===== src/rtl/sdio_cmd_engine.sv =====
// sdio_cmd_engine
// Card-side SD/SDIO command-line engine. It receives 48-bit host command
// frames on CMD and checks the framing bits, the CRC7 and a per-index
// legality mask. Legal commands are presented on cmd_index/cmd_arg with a
// one-cycle cmd_valid pulse. After that the engine waits, with a bounded
// timeout, for the function logic to offer a response. It then releases CMD
// for NCR_CYCLES cycles and serialises a 48-bit short frame or a 136-bit
// long (R2) frame.
//
// Parameters
//   TIMEOUT_W  : width of the response-wait counter (timeout after 2^W-1 cycles)
//   NCR_CYCLES : released cycles between response accept and start bit (2..64)
//   CMD_MASK   : bit n set means command index n is legal
//
// Ports
//   sd_clk, sd_rst_n         : card clock, synchronous active-low reset
//   sd_cmd                   : sampled CMD line
//   sd_cmd_out, sd_cmd_dir   : CMD drive value and drive enable (1 = drive)
//   cmd_index, cmd_arg       : decoded command, valid while cmd_valid
//   cmd_valid                : pulse, legal CRC-clean command received
//   rsp_ready                : high while a response may be accepted
//   rsp_valid, rsp_type      : response offer (00/11 none, 01 short, 10 long)
//   rsp_data                 : short {index, payload} in [37:0]; long CID/CSD in [119:0]
//   crc_error, frame_error,
//   illegal_cmd, timeout_error : one-cycle error pulses
module sdio_cmd_engine #(
    parameter int unsigned TIMEOUT_W  = 16,
    parameter int unsigned NCR_CYCLES = 2,
    parameter logic [63:0] CMD_MASK   = 64'hFFFF_FFFF_FFFF_FFFF
) (
    input  logic         sd_clk,
    input  logic         sd_rst_n,
    input  logic         sd_cmd,
    output logic         sd_cmd_out,
    output logic         sd_cmd_dir,
    output logic [5:0]   cmd_index,
    output logic [31:0]  cmd_arg,
    output logic         cmd_valid,
    output logic         rsp_ready,
    input  logic         rsp_valid,
    input  logic [1:0]   rsp_type,
    input  logic [119:0] rsp_data,
    output logic         crc_error,
    output logic         frame_error,
    output logic         illegal_cmd,
    output logic         timeout_error
);

    typedef enum logic [2:0] {
        IDLE     = 3'd0,
        RX       = 3'd1,
        CHECK    = 3'd2,
        WAIT_RSP = 3'd3,
        NCR      = 3'd4,
        TX       = 3'd5
    } state_t;

    localparam logic [6:0] NCR_LAST  = 7'(NCR_CYCLES);
    localparam logic [7:0] SHORT_LEN = 8'd48;
    localparam logic [7:0] LONG_LEN  = 8'd136;

    // One serial CRC7 step, polynomial x^7 + x^3 + 1.
    function automatic logic [6:0] crc7_step(input logic [6:0] crc, input logic bit_in);
        logic fb;
        fb = bit_in ^ crc[6];
        crc7_step = {crc[5:0], 1'b0} ^ (fb ? 7'h09 : 7'h00);
    endfunction

    // CRC7 over the 40 header bits of a short response, MSB first.
    function automatic logic [6:0] crc7_short(input logic [39:0] d);
        logic [6:0] c;
        c = 7'h00;
        for (int i = 39; i >= 0; i--) begin
            c = crc7_step(c, d[i]);
        end
        crc7_short = c;
    endfunction

    // CRC7 over the 120 CID/CSD bits of a long response, MSB first.
    function automatic logic [6:0] crc7_long(input logic [119:0] d);
        logic [6:0] c;
        c = 7'h00;
        for (int i = 119; i >= 0; i--) begin
            c = crc7_step(c, d[i]);
        end
        crc7_long = c;
    endfunction

    state_t                 state_r;
    state_t                 next_s;

    logic [46:0]            rx_sr_r;     // frame bits 46..0, bit 46 ends up at [46]
    logic [5:0]             rx_cnt_r;    // bits received so far in RX
    logic [6:0]             crc_r;       // running CRC over frame bits 47..8
    logic [TIMEOUT_W-1:0]   tmo_cnt_r;
    logic [6:0]             ncr_cnt_r;
    logic [135:0]           tx_sr_r;     // outgoing frame, MSB is next bit
    logic [7:0]             tx_len_r;
    logic [7:0]             tx_left_r;   // bits still to drive after the current one

    logic                   cmd_out_r;
    logic                   cmd_dir_r;
    logic [5:0]             cmd_index_r;
    logic [31:0]            cmd_arg_r;
    logic                   cmd_valid_r;
    logic                   rsp_ready_r;
    logic                   crc_error_r;
    logic                   frame_error_r;
    logic                   illegal_cmd_r;
    logic                   timeout_error_r;

    logic                   frame_bad_s;
    logic                   crc_bad_s;
    logic                   illegal_s;
    logic                   accept_s;
    logic                   tmo_term_s;
    logic                   rsp_short_s;
    logic                   rsp_long_s;

    assign sd_cmd_out    = cmd_out_r;
    assign sd_cmd_dir    = cmd_dir_r;
    assign cmd_index     = cmd_index_r;
    assign cmd_arg       = cmd_arg_r;
    assign cmd_valid     = cmd_valid_r;
    assign rsp_ready     = rsp_ready_r;
    assign crc_error     = crc_error_r;
    assign frame_error   = frame_error_r;
    assign illegal_cmd   = illegal_cmd_r;
    assign timeout_error = timeout_error_r;

    // Decode of the captured frame and of the response handshake.
    always_comb begin
        frame_bad_s = ~rx_sr_r[46] | ~rx_sr_r[0];
        crc_bad_s   = (rx_sr_r[7:1] != crc_r);
        illegal_s   = ~CMD_MASK[rx_sr_r[45:40]];
        accept_s    = rsp_valid & rsp_ready_r;
        tmo_term_s  = &tmo_cnt_r;
        rsp_short_s = (rsp_type == 2'b01);
        rsp_long_s  = (rsp_type == 2'b10);
    end

    // Next-state logic.
    always_comb begin
        next_s = state_r;
        case (state_r)
            IDLE: begin
                if (!sd_cmd) begin
                    next_s = RX;
                end else begin
                    next_s = IDLE;
                end
            end
            RX: begin
                if (rx_cnt_r == 6'd46) begin
                    next_s = CHECK;
                end else begin
                    next_s = RX;
                end
            end
            CHECK: begin
                if (frame_bad_s || crc_bad_s || illegal_s) begin
                    next_s = IDLE;
                end else begin
                    next_s = WAIT_RSP;
                end
            end
            WAIT_RSP: begin
                // Accept takes priority over a coincident terminal count.
                if (accept_s) begin
                    if (rsp_short_s || rsp_long_s) begin
                        next_s = NCR;
                    end else begin
                        next_s = IDLE;
                    end
                end else if (tmo_term_s) begin
                    next_s = IDLE;
                end else begin
                    next_s = WAIT_RSP;
                end
            end
            NCR: begin
                if (ncr_cnt_r == NCR_LAST) begin
                    next_s = TX;
                end else begin
                    next_s = NCR;
                end
            end
            TX: begin
                if (tx_left_r == 8'd0) begin
                    next_s = IDLE;
                end else begin
                    next_s = TX;
                end
            end
            default: begin
                next_s = IDLE;
            end
        endcase
    end

    // State register.
    always_ff @(posedge sd_clk) begin
        if (!sd_rst_n) begin
            state_r <= IDLE;
        end else begin
            state_r <= next_s;
        end
    end

    // Datapath, counters and registered outputs.
    always_ff @(posedge sd_clk) begin
        if (!sd_rst_n) begin
            rx_sr_r         <= 47'd0;
            rx_cnt_r        <= 6'd0;
            crc_r           <= 7'd0;
            tmo_cnt_r       <= '0;
            ncr_cnt_r       <= 7'd0;
            tx_sr_r         <= 136'd0;
            tx_len_r        <= 8'd0;
            tx_left_r       <= 8'd0;
            cmd_out_r       <= 1'b1;
            cmd_dir_r       <= 1'b0;
            cmd_index_r     <= 6'd0;
            cmd_arg_r       <= 32'd0;
            cmd_valid_r     <= 1'b0;
            rsp_ready_r     <= 1'b0;
            crc_error_r     <= 1'b0;
            frame_error_r   <= 1'b0;
            illegal_cmd_r   <= 1'b0;
            timeout_error_r <= 1'b0;
        end else begin
            cmd_valid_r     <= 1'b0;
            crc_error_r     <= 1'b0;
            frame_error_r   <= 1'b0;
            illegal_cmd_r   <= 1'b0;
            timeout_error_r <= 1'b0;
            case (state_r)
                IDLE: begin
                    // The start bit is zero, so it leaves the CRC at its initial zero.
                    if (!sd_cmd) begin
                        rx_cnt_r <= 6'd0;
                        crc_r    <= 7'd0;
                    end
                end
                RX: begin
                    rx_sr_r  <= {rx_sr_r[45:0], sd_cmd};
                    rx_cnt_r <= rx_cnt_r + 6'd1;
                    // Count k carries frame bit 46-k; the CRC covers down to bit 8.
                    if (rx_cnt_r <= 6'd38) begin
                        crc_r <= crc7_step(crc_r, sd_cmd);
                    end
                end
                CHECK: begin
                    tmo_cnt_r <= '0;
                    if (frame_bad_s) begin
                        frame_error_r <= 1'b1;
                    end else if (crc_bad_s) begin
                        crc_error_r <= 1'b1;
                    end else if (illegal_s) begin
                        illegal_cmd_r <= 1'b1;
                    end else begin
                        cmd_valid_r <= 1'b1;
                        cmd_index_r <= rx_sr_r[45:40];
                        cmd_arg_r   <= rx_sr_r[39:8];
                    end
                end
                WAIT_RSP: begin
                    if (accept_s) begin
                        rsp_ready_r <= 1'b0;
                        ncr_cnt_r   <= 7'd0;
                        if (rsp_long_s) begin
                            tx_sr_r  <= {2'b00, 6'b111111, rsp_data,
                                         crc7_long(rsp_data), 1'b1};
                            tx_len_r <= LONG_LEN;
                        end else begin
                            tx_sr_r  <= {2'b00, rsp_data[37:0],
                                         crc7_short({2'b00, rsp_data[37:0]}),
                                         1'b1, 88'd0};
                            tx_len_r <= SHORT_LEN;
                        end
                    end else if (tmo_term_s) begin
                        rsp_ready_r     <= 1'b0;
                        timeout_error_r <= 1'b1;
                    end else begin
                        rsp_ready_r <= 1'b1;
                        tmo_cnt_r   <= tmo_cnt_r + {{(TIMEOUT_W-1){1'b0}}, 1'b1};
                    end
                end
                NCR: begin
                    if (ncr_cnt_r == NCR_LAST) begin
                        cmd_dir_r <= 1'b1;
                        cmd_out_r <= tx_sr_r[135];
                        tx_sr_r   <= {tx_sr_r[134:0], 1'b0};
                        tx_left_r <= tx_len_r - 8'd1;
                    end else begin
                        ncr_cnt_r <= ncr_cnt_r + 7'd1;
                    end
                end
                TX: begin
                    if (tx_left_r != 8'd0) begin
                        cmd_out_r <= tx_sr_r[135];
                        tx_sr_r   <= {tx_sr_r[134:0], 1'b0};
                        tx_left_r <= tx_left_r - 8'd1;
                    end else begin
                        cmd_dir_r <= 1'b0;
                        cmd_out_r <= 1'b1;
                    end
                end
                default: begin
                    cmd_dir_r <= 1'b0;
                    cmd_out_r <= 1'b1;
                end
            endcase
        end
    end

endmodule


===== config.mk =====
export PLATFORM = sky130hd
export DESIGN_NAME = sdio_cmd_engine
export DESIGN_NICKNAME = d
export VERILOG_FILES = /design/src/rtl/sdio_cmd_engine.sv
export SDC_FILE = /design/constraint.sdc
export NUM_CORES = 1
export LEC_CHECK = 0
export BUFFER_PORTS_ARGS = -buffer_cell sky130_fd_sc_hd__buf_4
export CORE_MARGIN = 5
export CORE_UTILIZATION = 59
export CTS_CLUSTER_DIAMETER = 40
export DETAILED_ROUTE_END_ITERATION = 10
export PLACE_DENSITY = 0.81
export SYNTH_ARGS = -nofsm -noshare
export SYNTH_HDL_FRONTEND = slang
export SYNTH_SLANG_ARGS = --single-unit

===== constraint.sdc =====
create_clock -name sd_clk -period 6.2 [get_ports sd_clk]
set_input_delay 0.31 -clock sd_clk [delete_from_list [all_inputs] [get_ports sd_clk]]
set_output_delay 0.31 -clock sd_clk [all_outputs]
set_load 0.02 [all_outputs]

=== Word-level counts from Yosys, hierarchy flattened ===
Memory sizes are Yosys's and may differ from the RTL's. A register that Yosys moved wholly into a read port is not among the register bits.
Cells that the tools add are included.

* Bits in read-only memories: 64
* Memory bits (writable): 0
* Latch bits: 0
* Word-level logic and storage cells: 602
* Memories kept: 1
* Bits of input ports: 126
* Register bits: 284
* Output and inout bits: 46

{| class="wikitable"
|+ Memories
! memory !! depth !! width !! rd ports !! clocked after Yosys merged registers in !! wr ports !! line !! source
|-
| (name not given) || 64 || 1 || 1 || 1 || 0 || 135 || <nowiki>illegal_s = ~CMD_MASK[rx_sr_r[45:40]];</nowiki>
|}

* Eq/ne operators: 19
* $lt $le $gt $ge: 2
* Add/subtract/negate cells: 5
* Bitwise operators: 325
* Shift-type cells: 0
* Reductions and logical operators: 27
* Mux-type cells: 204
* Multipliers: 0
* Div/mod/pow operators: 0

{| class="wikitable"
|+ Operator list
! kind !! count
|-
| bitwise XOR 7 x 4 -> 7 bit || 153
|-
| two-way mux 4 bit || 159
|-
| two-way mux 136 bit || 3
|-
| case mux 136 bit (3 select lines) || 1
|-
| bitwise XOR 1 bit || 151
|-
| two-way mux 134 bit || 1
|-
| two-way mux 16 bit || 2
|-
| case mux 16 bit (2 select lines) || 1
|-
| two-way mux 7 bit || 4
|-
| case mux 7 bit (2 select lines) || 2
|-
| two-way mux 8 bit || 3
|-
| two-way mux 6 bit || 3
|-
| != test 2 bit, second input constant || 9
|-
| case mux 3 bit (6 select lines) || 1
|-
| adder 16 x 1 -> 16 bit, second input constant || 1
|-
| case mux 8 bit (2 select lines) || 1
|-
| AND reduction 16 bit || 1
|-
| subtractor 8 x 1 -> 8 bit, second input constant || 2
|-
| AND reduction 3 bit || 5
|-
| two-way mux 1 bit || 14
|-
| case mux 6 bit (2 select lines) || 1
|-
| bitwise XOR 6 x 4 -> 6 bit || 2
|-
| bitwise XOR 5 x 4 -> 5 bit || 2
|-
| two-way mux 3 bit || 3
|-
| 28 further kinds || 57
|}

=== Longest topological paths before layout ===
* Depth in word-level cells: 356
* Mapped depth: 15
* Depth with buffers taken out: 14

=== Worst setup path before layout ===
No wires, ideal clock.

* Path kind: input port to flip-flop
* Start point: in rsp_data[119]
* End point: reg tx_sr_r[1]
* Arrival: 4918 ps
* Buffers on the path: 0
* Cell stages on the path: 14
* Data required time: 6080 ps
* Setup slack: 1163 ps
* Library setup time: 120 ps
* Path through: xnor3_2 -> xnor3_1 -> xnor3_2 -> xnor3_2 -> xnor2_4 -> xnor3_2 -> xor3_1 -> xnor3_2 -> xnor2_2 -> xnor3_1 -> xor2_1 -> xnor3_1 -> a221oi_2 -> nor2_1

* Word-level cells in the longest chain between the ends: 181
* Elaborated cells between the ends (all ways): 325
* Those cells by class: 105 x mux; 220 x bitwise

{| class="wikitable"
|+ RTL lines
! item !! line !! source
|-
| start: declaration || 42 || <nowiki>input logic [119:0] rsp_data,</nowiki>
|-
| two-way mux 4 bit * || 66 || <nowiki>crc7_step = {crc[5:0], 1'b0} ^ (fb ? 7'h09 : 7'h00);</nowiki>
|-
| bitwise XOR 5 x 4 -> 5 bit * || 66 ||
|-
| bitwise XOR 6 x 4 -> 6 bit * || 66 ||
|-
| bitwise XOR 7 x 4 -> 7 bit * || 66 ||
|-
| bitwise XOR 1 bit or bitwise XOR 7 x 4 -> 7 bit (tied branches) || 65, 66 ||
|-
| two-way mux 4 bit or bitwise XOR 7 x 4 -> 7 bit (tied branches) || 66 ||
|-
| bitwise XOR 7 x 4 -> 7 bit * (4 in series) || 66 ||
|-
| bitwise XOR 1 bit or bitwise XOR 7 x 4 -> 7 bit (tied branches) || 65, 66 ||
|-
| [156 not listed] || n/a ||
|-
| two-way mux 4 bit or bitwise XOR 7 x 4 -> 7 bit (tied branches) || 66 ||
|-
| bitwise XOR 7 x 4 -> 7 bit * (7 in series) || 66 ||
|-
| bitwise XOR 1 bit * || 65 || <nowiki>fb = bit_in ^ crc[6];</nowiki>
|-
| two-way mux 4 bit * || 66 ||
|-
| bitwise XOR 7 x 4 -> 7 bit * || 66 ||
|-
| two-way mux 134 bit * || 271 || <nowiki>if (rsp_long_s) begin</nowiki>
|-
| two-way mux 136 bit * || 268 || <nowiki>if (accept_s) begin</nowiki>
|-
| case mux 136 bit (3 select lines) * || 237 || <nowiki>case (state_r)</nowiki>
|-
| end signal: assignment || 272 || <nowiki>tx_sr_r <= {2'b00, 6'b111111, rsp_data,</nowiki>
|-
| end signal: assignment || 276 || <nowiki>tx_sr_r <= {2'b00, rsp_data[37:0],</nowiki>
|-
| end signal: assignment || 293 || <nowiki>tx_sr_r <= {tx_sr_r[134:0], 1'b0};</nowiki>
|-
| end: declaration || 97 || <nowiki>logic [135:0] tx_sr_r;</nowiki>
|}

Mark *: on every way between the ends. The rest lies on a longest branch, timed or not. The select of a mux whose other input is x is not followed.
A chain may end at the register's enable or synchronous reset.

=== Final worst setup path ===
Same ends and word-level chain as after synthesis.

==> results.py <==
metrics = {
    "cells_and_area": {
        "nNetsFinal": 2026,
        "register_area_sq_um": 5550,
        "drive_gt1_frac": 0.160,
        "multi_input_area_sq_um": 8950,
        "final.fill_count": 1917,
        "area_delta_synth_final_pct": 18.4,
    },
    "yosys": {
        "yosys.area_share.simple": 0.203,
        "yosysWarnings": 0,
        "ys_types": 50,
        "avgSynthCellArea_sq_um": 8.35,
        "syn-num-nets": 1922,
        "synth_top_family_by_area": "XOR/XNOR gates",
        "async_reset_ff_frac": 0,
        "synth-edff-count": 0,
        "synth_fa_ha_area_frac": 0.00586,
        "ys_seq_elements": 277,
        "synth_xor_area_frac": 0.245,
        "syn_inst": 1789,
        "synthesis.area_sq_um": 14900,
        "synth.area.mux_share": 0.0254,
        "seq_area_frac_synth": 0.371,
        "synth-compound-area-share": 0.117,
        "synth_ff_type": "dfxtp_1",
    },
    "sta": {
        "worstMarginPinSlew_ns": 0.925,
        "fin_setup_tns_ns": 0,
        "finalHoldViolations": 0,
        "slew_headroom": 0.383,
        "period_share": 0.806,
        "setup_violations": 0,
        "rsz0062_at_grt": "no",
        "fmax_ghz": 0.200,
        "slew_violations": 0,
        "clock_skew_ns": 0.0133,
        "timing.final.crit_period_ns": 5.00,
    },
    "detailed_routing": {
        "via_per_inst": 5.80,
        "ant_nets": 0,
        "drt_pre_antenna_iters": 5,
        "wl_per_cell_um": 17.6,
        "routed_wl_um": 39800,
        "num_vias": 13096,
        "drt-initial-drc-count": 1184,
        "drc_errors": 0,
    },
    "clock_tree": {
        "post_cts_buffers": 0,
        "cts_buffers": 40,
        "htree_levels": 2,
        "cts_tree": "done",
        "cts_buffer_depth": 3,
        "cts_resized": 0,
        "clk_latency_ns": 0.53,
        "cts_hold_buf": 0,
        "cts-root-buf": "clkbuf_16",
        "path_clk_slew_ns": 0.05,
        "clkSinkCount": 277,
    },
    "floorplanning": {
        "start_util": 0.597,
        "core_sq_um": 25000,
        "die_area_sq_um": 28600,
        "io_pins": 172,
        "die_w_um": 169,
        "die_h_um": 169,
        "rows": 58,
    },
    "setup_path": {
        "crit_path_start_kind": "input pin",
        "endpoint_kind": "flop",
        "worstSetupPathType": "input pin to flop",
        "r2r_start": "state_r[2]",
        "cp-startpoint": "rsp_data[119]",
        "arrival_ns": 5.41,
        "r2r_cells": 8,
        "path_max_fanout": 4,
        "crit_required_ns": 6.62,
    },
    "global_routing": {
        "grt-ovfl-total": 0,
        "grt_first_pass_wirelength_um": 64400,
        "grt_max_degree": 94,
        "grt_pass1_vias": 12772,
        "grtUsageTotal": 0.270,
        "antenna_found_initial": 4,
    },
    "placement": {
        "gp_congestion": 0.946,
        "dp_hpwl_um": 27300,
        "io_buffers": 170,
    },
    "min_path": {
        "worstHoldStart": "rsp_data[48]",
        "hp-class": "input pin to flop",
        "hold_depth": 3,
    },
    "run": {
        "maxCapViolCount": 0,
    },
    "run_status": {
        "status": "finished, final reports clean",
    },
}
-- metal layers --
layer  wire (um)  track usage  vias to the layer above
li1            -            -                     6269
met1       15900        0.332                     6217
met2       19600        0.462                      488
met3        2430       0.0459                      122
met4        1900        0.131                        0
met5           0            0                        -
-- stage by stage --
step	hold WS (ns)	util	std cells	setup slack, ns	instance area [sq um]
after global routing	0.0569	0.707	2257	1.03	17700
after CTS	0.0477	0.707	2253	1.22	17700
after global placement	0.443	0.652	2181	0.768	16300
after floorplan	0.432	-	1789	1.16	14900
after detailed placement	0.449	0.652	2181	0.687	16300
final	0.0581	0.707	2257	1.20	17700
-- final timing paths --
check,endpoint,slack [ns]
worst min register to register,cmd_arg[19],0.45
worst max-delay path,tx_sr_r[1],1.20
worst max register to register,tx_sr_r[64],2.42
worst min-delay path,tx_sr_r[56],0.06
-- cells in the final DEF (no fill, tap or decap), types with 6 or more instances in the layout --
cell and count:
o21ai_0 24, nor3_1 9, a31oi_1 122, a21oi_1 122, and2_1 6, xor2_1 78
and3_1 10, nand3_1 135, dfxtp_1 277, clkbuf_16 40, clkinvlp_4 8, xor3_1 7
nand4_1 11, xnor3_1 46, xnor2_1 176, buf_4 185, mux2_2 32, a22oi_1 8
nand2_1 451, nor2_1 80, ha_1 6
-- sequential cells by signal (all words and copies together), names as in the netlist --
| signal | flops |
|---|---|
| ncr_cnt_r | 7 |
| rsp_ready | 1 |
| rx_sr_r | 47 |
| crc_r | 7 |
| tmo_cnt_r | 16 |
| tx_len_r | 2 |
| frame_error | 1 |
| rx_cnt_r | 6 |
| crc_error | 1 |
| tx_left_r | 8 |
| sd_cmd_dir | 1 |
| timeout_error | 1 |
| cmd_index | 6 |
| cmd_valid | 1 |
| tx_sr_r | 136 |
| sd_cmd_out | 1 |
| cmd_arg | 32 |
| state_r | 3 |
-- Yosys cell counts, drive strengths merged, types with 2 or more instances --
cell type,n,area (sq um)
a21oi,123,616
nor4,3,18.8
xnor3,51,1150
ha,7,87.6
o21ai,24,120
clkbuf,112,420
inv,5,18.8
mux2i,2,20.0
a41oi,3,26.3
nand2,451,1690
a31oi,122,763
nand3,135,676
nor3,9,45.0
nor2,81,304
o22ai,2,12.5
and2,7,43.8
and4,2,17.5
o21a,2,15.0
xnor2,181,1630
a221oi,4,41.3
buf,11,45.1
nor2b,2,12.5
nand2b,5,31.3
a22oi,8,60.1
dfxtp,277,5550
xor3,8,191
nand4,11,68.8
mux2,32,360
a211oi,2,15.0
nand3b,2,15.0
or2,2,12.5
xor2,78,683
and3,10,62.6
o211ai,5,37.5
-- area by class of cell --
class	count	share of cell area
clock inverter	24	0.0164
antenna	4	0.000565
timing repair buffer	185	0.0785
clock buffer	48	0.0611
multi-input combinational	1384	0.506
tap	330	0.0233
sequential	277	0.313
inverter	5	0.00134
-- logic make-up after synthesis --
group | Yosys count
other cells | 1
compound gates | 300
fa+ha+maj | 7
buf+inv | 128
flops | 277
simple gates | 724
xor+xnor | 318
mux | 34
-- worst max-delay path, cell delays in order --
cell      delay [ns]
buf_4           0.12
xnor3_2         0.49
xnor3_1         0.46
xnor3_2         0.46
xnor3_2         0.48
xnor2_4         0.22
xnor3_2         0.54
xor3_1          0.42
xnor3_2         0.43
xnor2_2         0.26
xnor3_1         0.48
xor2_1          0.16
xnor3_1         0.26
a221oi_2        0.24
nor2_1          0.07
Power is not shown: default switching activity piles up to over one toggle a cycle in this logic, so the estimate is an artifact.
